[config.mk]
export PLATFORM = sky130hd
export DESIGN_NAME = counter_sched
export DESIGN_NICKNAME = d
export VERILOG_FILES = /design/src/rtl/counter_sched.sv
export SDC_FILE = /design/constraint.sdc
export NUM_CORES = 1
export LEC_CHECK = 0
export ABC_AREA = 1
export CAP_MARGIN = 20
export CORE_UTILIZATION = 49
export CTS_BUF_LIST = sky130_fd_sc_hd__clkbuf_2
export DETAILED_ROUTE_END_ITERATION = 16
export PLACE_DENSITY_LB_ADDON = 0.2
export SETUP_SLACK_MARGIN = 0.3
export SLEW_MARGIN = 30
export SYNTH_ARGS = -nofsm -noshare
export SYNTH_HDL_FRONTEND = slang
export SYNTH_SLANG_ARGS = --single-unit
[constraint.sdc]
create_clock -name clk -period 2.75 [get_ports clk]
set_input_delay 0.55 -clock clk [delete_from_list [all_inputs] [get_ports clk]]
set_output_delay 0.55 -clock clk [all_outputs]
set_load 0.05 [all_outputs]
[src/rtl/counter_sched.sv]
// Round-robin scheduler that lends one external counter to two requesters,
// clearing it, running it up to the granted requester's target, then pulsing done.
module counter_sched #(
  parameter int CNT_W = 4
) (
  input  logic             clk,
  input  logic             reset,
  input  logic [1:0]       req,
  input  logic [CNT_W-1:0] len0,
  input  logic [CNT_W-1:0] len1,
  output logic [1:0]       grant,
  output logic [1:0]       done,
  output logic             err,
  output logic             busy,
  output logic             cnt_clr,
  output logic             cnt_en,
  input  logic [CNT_W-1:0] cnt_count
);

  typedef enum logic [1:0] {
    IDLE  = 2'd0,
    CLEAR = 2'd1,
    RUN   = 2'd2,
    DONE  = 2'd3
  } state_t;

  state_t           state, state_n;
  logic [1:0]       grant_n;
  logic [CNT_W-1:0] target, target_n;
  logic             last, last_n;
  logic             err_n;
  logic             win;

  // Pointer holds the last-served requester; on a tie the other one wins.
  always_comb begin
    win = ~last;
    if (req == 2'b01)      win = 1'b0;
    else if (req == 2'b10) win = 1'b1;
  end

  // NOTE: every variable gets a default before the case so no path leaves it
  // unassigned, which would otherwise infer a latch.
  always_comb begin
    state_n  = state;
    grant_n  = grant;
    target_n = target;
    last_n   = last;
    err_n    = 1'b0;
    unique case (state)
      IDLE: begin
        if (req != 2'b00) begin
          grant_n  = win ? 2'b10 : 2'b01;
          target_n = win ? len1 : len0;
          last_n   = win;
          state_n  = CLEAR;
        end
      end
      CLEAR: state_n = RUN;
      RUN: begin
        // Reaching the target ends the interval; passing it is flagged as an error.
        if (cnt_count >= target) begin
          state_n = DONE;
          err_n   = (cnt_count > target);
        end
      end
      DONE: begin
        grant_n = 2'b00;
        state_n = IDLE;
      end
      default: state_n = IDLE;
    endcase
  end

  // NOTE: sequential state uses non-blocking assignments so every register
  // samples pre-edge values regardless of statement order.
  always_ff @(posedge clk or negedge reset) begin
    if (!reset) begin
      state  <= IDLE;
      grant  <= 2'b00;
      target <= '0;
      last   <= 1'b1;
      err    <= 1'b0;
    end else begin
      state  <= state_n;
      grant  <= grant_n;
      target <= target_n;
      last   <= last_n;
      err    <= err_n;
    end
  end

  assign busy    = (state != IDLE);
  assign cnt_clr = (state == CLEAR);
  assign done    = (state == DONE) ? grant : 2'b00;
  // Stopping the enable at the target keeps the counter from ever wrapping.
  assign cnt_en  = (state == RUN) && (cnt_count != target);

endmodule

==> results of run 1 <==
per-layer routing:
layer	share of wire [%]	up-vias	wire length (µm)	GRT usage, %
met5	0	-	0	0
met4	1.9	0	25	12.9
met3	3.4	4	45	3.41
met2	45	17	597	34.8
met1	49	267	649	26.0
li1	-	339	-	-
cell families (layout without fill, tap and decap cells):
| group | Yosys count | in the layout | share of synthesized area, % |
|---|---|---|---|
| AO/OA/AOI/OAI | 8 | 8 | 8.62 |
| adder cells (fa/ha/maj) | 8 | 8 | 14.4 |
| buffers and inverters | 23 | 50 | 12.4 |
| flip-flops | 10 | 10 | 36.1 |
| AND/OR/NAND/NOR | 44 | 44 | 28.5 |
worst max-delay path, delay by kind of cell:
family / cells / cell delay (ps)
buf+inv: 3 / 650
simple gates: 3 / 300
fa+ha+maj: 1 / 280
synth_stat cells, drive strengths merged:
library cell   n
inv           23
nand3b         3
a21boi         1
dfstp          1
ha             8
dfrtp          9
o22ai          2
nor2           2
a21oi          1
o21ai          4
nand3          8
nand2         31
sequential cells by signal, summed over array words and instances (netlist names):
register  flops
state         2
last          1
grant         2
err           1
target        4
report_power, final:
part	leakage [nW]	internal (W)	switching, W
combinational	0.433	0.000250	0.000420
sequential	0.123	0.000223	0.0000436
clock	0.0166	0.0000386	0.0000555
final cells by class:
cell class              count  area [µm²]
inverters                  23        86.3
well taps                  15        18.8
repair buffers             23         248
clock buffers               4        20.0
multi-input cells          60         359
fillers                   101         334
flip-flops and latches     10         251
through the flow:
step	instance area, µm²	cells
2_1_floorplan	697	93
3_3_place_gp	956	131
3_5_place_dp	956	131
4_1_cts	976	135
5_1_grt	983	135
6_report	983	135
worst max-delay path by stage:
stage	endpoint	cells past startpoint
4_1_cts	busy	4
2_1_floorplan	cnt_en	4
3_3_place_gp	cnt_en	7
6_report	cnt_en	7
3_5_place_dp	cnt_en	7
5_1_grt	cnt_en	7
what timing repair did:
action / CTS / global route
setup buffers: 0 / 0
resized for setup: 0 / 3
setup endpoints to repair: 0 / 3
==> metrics.csv, run 1 <==
metric,value,unit
status,"finished, final reports clean",
worst IR drop on VDD,511,µV
WL/cell,9.76,µm
global route overflow,0,
io pins,24,
pre-CTS setup slack,404,ps
# setup viols final,0,
routed vias/inst,4.64,
Hold EP,target[1]$_DFFE_PN0P_,
RSZ-0062 raised after global routing,false,
largest net degree at the start of global routing,11,
P&R area growth vs syn,41.1,%
clock slew at reported path FFs,110,ps
Max Clock Skew,9.47,ps
area share of the largest cell type after synthesis,32.3,%
total CTS buffers,3,
Post-Syn Area,697,µm²
worst hold path type,reg -> reg,
Routed WL,1320,µm
"Net Count, Synth",117,
"commonest non-fill, non-tap cells in the layout","nand2_1, inv_1, clkdlybuf4s50_1",
max incr delay on CP,450,ps
CP cell instances,clkdlybuf4s50_1 -> inv_1 -> ha_1 -> nand2_1 -> nor2_1 -> nor2_2 -> buf_12,
vias,627,
DRT iter0 DRCs,4,
crit path from,cnt_count[0],
Buffers on Ports,23,
"top cells by area, synth","dfrtp_1, nand2_1, ha_1",
synthesized flop and latch total,10,
layout cells sized above 1,11.7,%
post-synthesis sequential area ratio,36.1,%
gpl congestion,0.685,
clk_lat worst skew,270,ps
min Tclk post-route,2330,ps
syn avg cell area,7.49,µm²
Die W,39.7,µm
clk root buf,clkbuf_2,
synthesized netlist cell count,93,
DRT antenna net count,0,
Setup CP Type,in -> out,
Final Cycle Share,84.8,%
HP Start,target[1]$_DFFE_PN0P_,
Initial Utilization,52.9,%
hold-fix buffers at CTS,0,
CP max FO,3,
vias in the first global route,539,
Worst EP required,2200,ps
R2R setup slack,1280,ps
HPWL after DPL,1080,µm
Pins Over Slew Limit,0,
PD cells,1050,nW/µm²
clock tree buffer depth,2,
row count,13,
Post-Route Utilization,74.6,%
Final TNS setup,0,ps
first-pass GRT wire length,2160,µm
# nets final,145,
"most common cell after layout, fill and taps aside",nand2_1,
Ys Warns,0,
"area leader, netlist",dfrtp_1,
leakage,0.572,nW
Hold Crit Depth,2,
max_cap viols,0,
worst r2r dst,state[1]$_DFFE_PN0P_,
number of cells on the worst reg-to-reg path,9,
H-tree lvl count,1,
CP max stage cell,clkdlybuf4s50_1,
TritonCTS Sinks,10,
WP data arrival,1780,ps
Hold Fails Final Rpt,0,
DRC Markers,0,
f_max,429,MHz
CTS tree,yes,
# diodes,0,
die area,1580,µm²
startpoint types,input port,
Initial DRT Pass Iterations,4,
critical path endpoint category,output port,
unique cell type count in the Yosys netlist,18,
Chip Height,39.7,µm
worst rel slew slack,65.9,%
initial antenna violation count,0,
RR Startpoint,target[3]$_DFFE_PN0P_,
total global-route track usage,21.4,%
Fin Hold WS,491,ps
total power,0.00103,W
worst slew pin tran,510,ps
core area,1320,µm²
Setup WS post-layout,419,ps
(Power assumes the default switching activity.)
==> inputs of run 2 (changes only) <==
--- a/config.mk
+++ b/config.mk
@@ -7,7 +7,7 @@
 export LEC_CHECK = 0
 export ABC_AREA = 1
 export CAP_MARGIN = 20
-export CORE_UTILIZATION = 49
+export CORE_UTILIZATION = 46
 export CTS_BUF_LIST = sky130_fd_sc_hd__clkbuf_2
 export DETAILED_ROUTE_END_ITERATION = 16
 export PLACE_DENSITY_LB_ADDON = 0.2
==> constraint.sdc (replaced) <==
create_clock -name clk -period 2.3 [get_ports clk]
set_input_delay 0.46 -clock clk [delete_from_list [all_inputs] [get_ports clk]]
set_output_delay 0.46 -clock clk [all_outputs]
set_load 0.05 [all_outputs]
==> run 2 against run 1 <==
Compared with the run above:
- critical path depth is 1 lower
- worst setup slack worse by 25 ps
- first-iteration DRC count is 130% higher
- non-clock buffer count stayed put
- critical endpoint unchanged
- total power is 22% higher
- global-route usage is 1.3 points lower
==> metrics.csv, run 2 (synthesized netlist as in run 1, its figures left out) <==
metric,value,unit,change
worst slew pin tran,506,ps,-3.85 ps
"most common cell after layout, fill and taps aside",nand2_1,,
vias,642,,+2.4%
min Tclk post-route,1910,ps,
pre-CTS setup slack,165,ps,-239 ps
P&R area growth vs syn,42.0,%,
PD cells,1270,nW/µm²,+22%
vias in the first global route,570,,+5.8%
Initial Utilization,51.6,%,-1.3 points
DRT iter0 DRCs,9,,+5
R2R setup slack,850,ps,-430 ps
wire length on met3,63,µm,+40%
# nets final,145,,unchanged
Max Clock Skew,13.8,ps,+4.31 ps
first-pass GRT wire length,2170,µm,+0.32%
startpoint types,input port,,
gpl congestion,0.721,,+5.2%
worst hold path type,reg -> reg,,
die area,1670,µm²,+6.2%
biggest regs,"target (4), grant (2), state (2)",,
Switching Share,51.2,%,+0.89 points
# setup viols final,0,,unchanged
layout cells sized above 1,16.7,%,+5.0 points
WP data arrival,1450,ps,-330 ps
Hold Fails Final Rpt,0,,unchanged
Reg power frac,25.3,%,-0.6 points
total power,0.00126,W,+22%
f_max,525,MHz,
CTS tree,yes,,
"Top cell by count, worst path",nor2_4,,
Logic pwr share,66.4,%,+1.4 points
Pins Over Slew Limit,0,,unchanged
io pins,24,,unchanged
row count,13,,unchanged
Buffers on Ports,23,,unchanged
DRT antenna net count,0,,unchanged
cell-internal power,0.000615,W,+20%
fill count,111,,+9.9%
DR WL met2,674,µm,+13%
H-tree lvl count,1,,unchanged
max incr delay on CP,290,ps,-160 ps
Final Cycle Share,82.9,%,
DRC Markers,0,,unchanged
top routing layer in use,met4,,
WL/cell,10.2,µm,+5.0%
CP cell instances,dlygate4sd2_1 -> ha_1 -> nand2_1 -> nor2_4 -> nor2_4 -> buf_12,,
worst IR drop on VDD,546,µV,+6.8%
M1 WL,625,µm,-3.7%
Setup CP Type,in -> out,,
switching power total,0.000646,W,+25%
clock tree buffer depth,2,,unchanged
max reg flops,4,,unchanged
Initial DRT Pass Iterations,4,,unchanged
CP max stage cell,ha_1,,
TritonCTS Sinks,10,,unchanged
"Most flops, register",target,,
Final TNS setup,0,ps,unchanged
max_cap viols,0,,unchanged
Crit path max-delay family,buffers and inverters,,
initial antenna violation count,0,,unchanged
Routed WL,1380,µm,+5.0%
total CTS buffers,3,,unchanged
RSZ-0062 raised after global routing,false,,
worst rel slew slack,66.1,%,+0.21 points
"commonest non-fill, non-tap cells in the layout","nand2_1, inv_1, clkdlybuf4s50_1",,
CP max FO,3,,unchanged
status,"finished, final reports clean",,
Post-Route Utilization,73.3,%,-1.3 points
leakage,0.547,nW,-4.4%
Die W,40.9,µm,+3.0%
Chip Height,40.9,µm,+3.0%
critical path endpoint category,output port,,
global route overflow,0,,unchanged
HPWL after DPL,1060,µm,-1.6%
hold-fix buffers at CTS,0,,unchanged
routed vias/inst,4.76,,+2.4%
clk_lat worst skew,250,ps,-20 ps
# diodes,0,,unchanged
Reg area,251,µm²,unchanged
clock network fraction of design power,8.4,%,-0.7 points
CP Buf/Inv Count,2,,-1
Worst EP required,1840,ps,-360 ps
multi-input logic area,387,µm²,+7.7%
clock slew at reported path FFs,110,ps,about the same
Fin Hold WS,490,ps,-0.324 ps
Setup WS post-layout,394,ps,-24.8 ps
# Post-CTS Setup Buffers,0,,unchanged
clk root buf,clkbuf_2,,
total global-route track usage,20.2,%,-1.3 points
largest net degree at the start of global routing,11,,unchanged
core area,1350,µm²,+2.5%
## run 2: area by class of cell
class / instances / share of cell area (%)
repair buffers: 23 / 22.9
flip-flops and latches: 10 / 25.4
well taps: 15 / 1.90
multi-input cells: 60 / 39.1
clock buffers: 4 / 2.02
inverters: 23 / 8.72
## run 2: tightest hold or removal path, delay by kind of cell (launching register included)
kind | cells | cell delay [ps]
simple gates | 2 | 100
flops | 1 | 360
## run 2: final timing paths
path,startpoint,end,depth (start not counted)
worst min register to register,target[1]$_DFFE_PN0P_,target[1]$_DFFE_PN0P_,2
min in group asynchronous,reset,err$_DFF_PN0_,1
worst max register to register,target[1]$_DFFE_PN0P_,state[0]$_DFFE_PN0P_,8
max in group asynchronous,reset,last$_DFFE_PN1P_,1
worst min-delay path,target[1]$_DFFE_PN0P_,target[1]$_DFFE_PN0P_,2
worst max-delay path,cnt_count[1],cnt_en,6
## run 2: per-layer routing
| metal | track usage, % | vias up |
|---|---|---|
| met5 | 0 | - |
| met4 | 12.5 | 0 |
| met3 | 3.26 | 2 |
| met2 | 33.6 | 25 |
| met1 | 23.7 | 274 |
| li1 | - | 341 |
## run 2: power groups by stage
stage	logic [W]	registers, W	clock network [W]
4_1_cts	0.000832	0.000319	0.000111
6_report	0.000837	0.000318	0.000105
2_1_floorplan	0.000501	0.000384	0
3_5_place_dp	0.000797	0.000323	0
3_3_place_gp	0.000778	0.000322	0
5_1_grt	0.000917	0.000334	0.000118
## run 2: repair_timing
item / CTS / global route
hold endpoints to repair: 0 / 0
gates resized for setup: 10 / 0
endpoints found under the setup margin: 2 / 0
## run 2: per-stage QoR
step / area, µm² / cells
floorplan: 697 / 93
global placement: 948 / 131
detailed placement: 948 / 131
CTS: 990 / 135
global route: 990 / 135
finish: 990 / 135
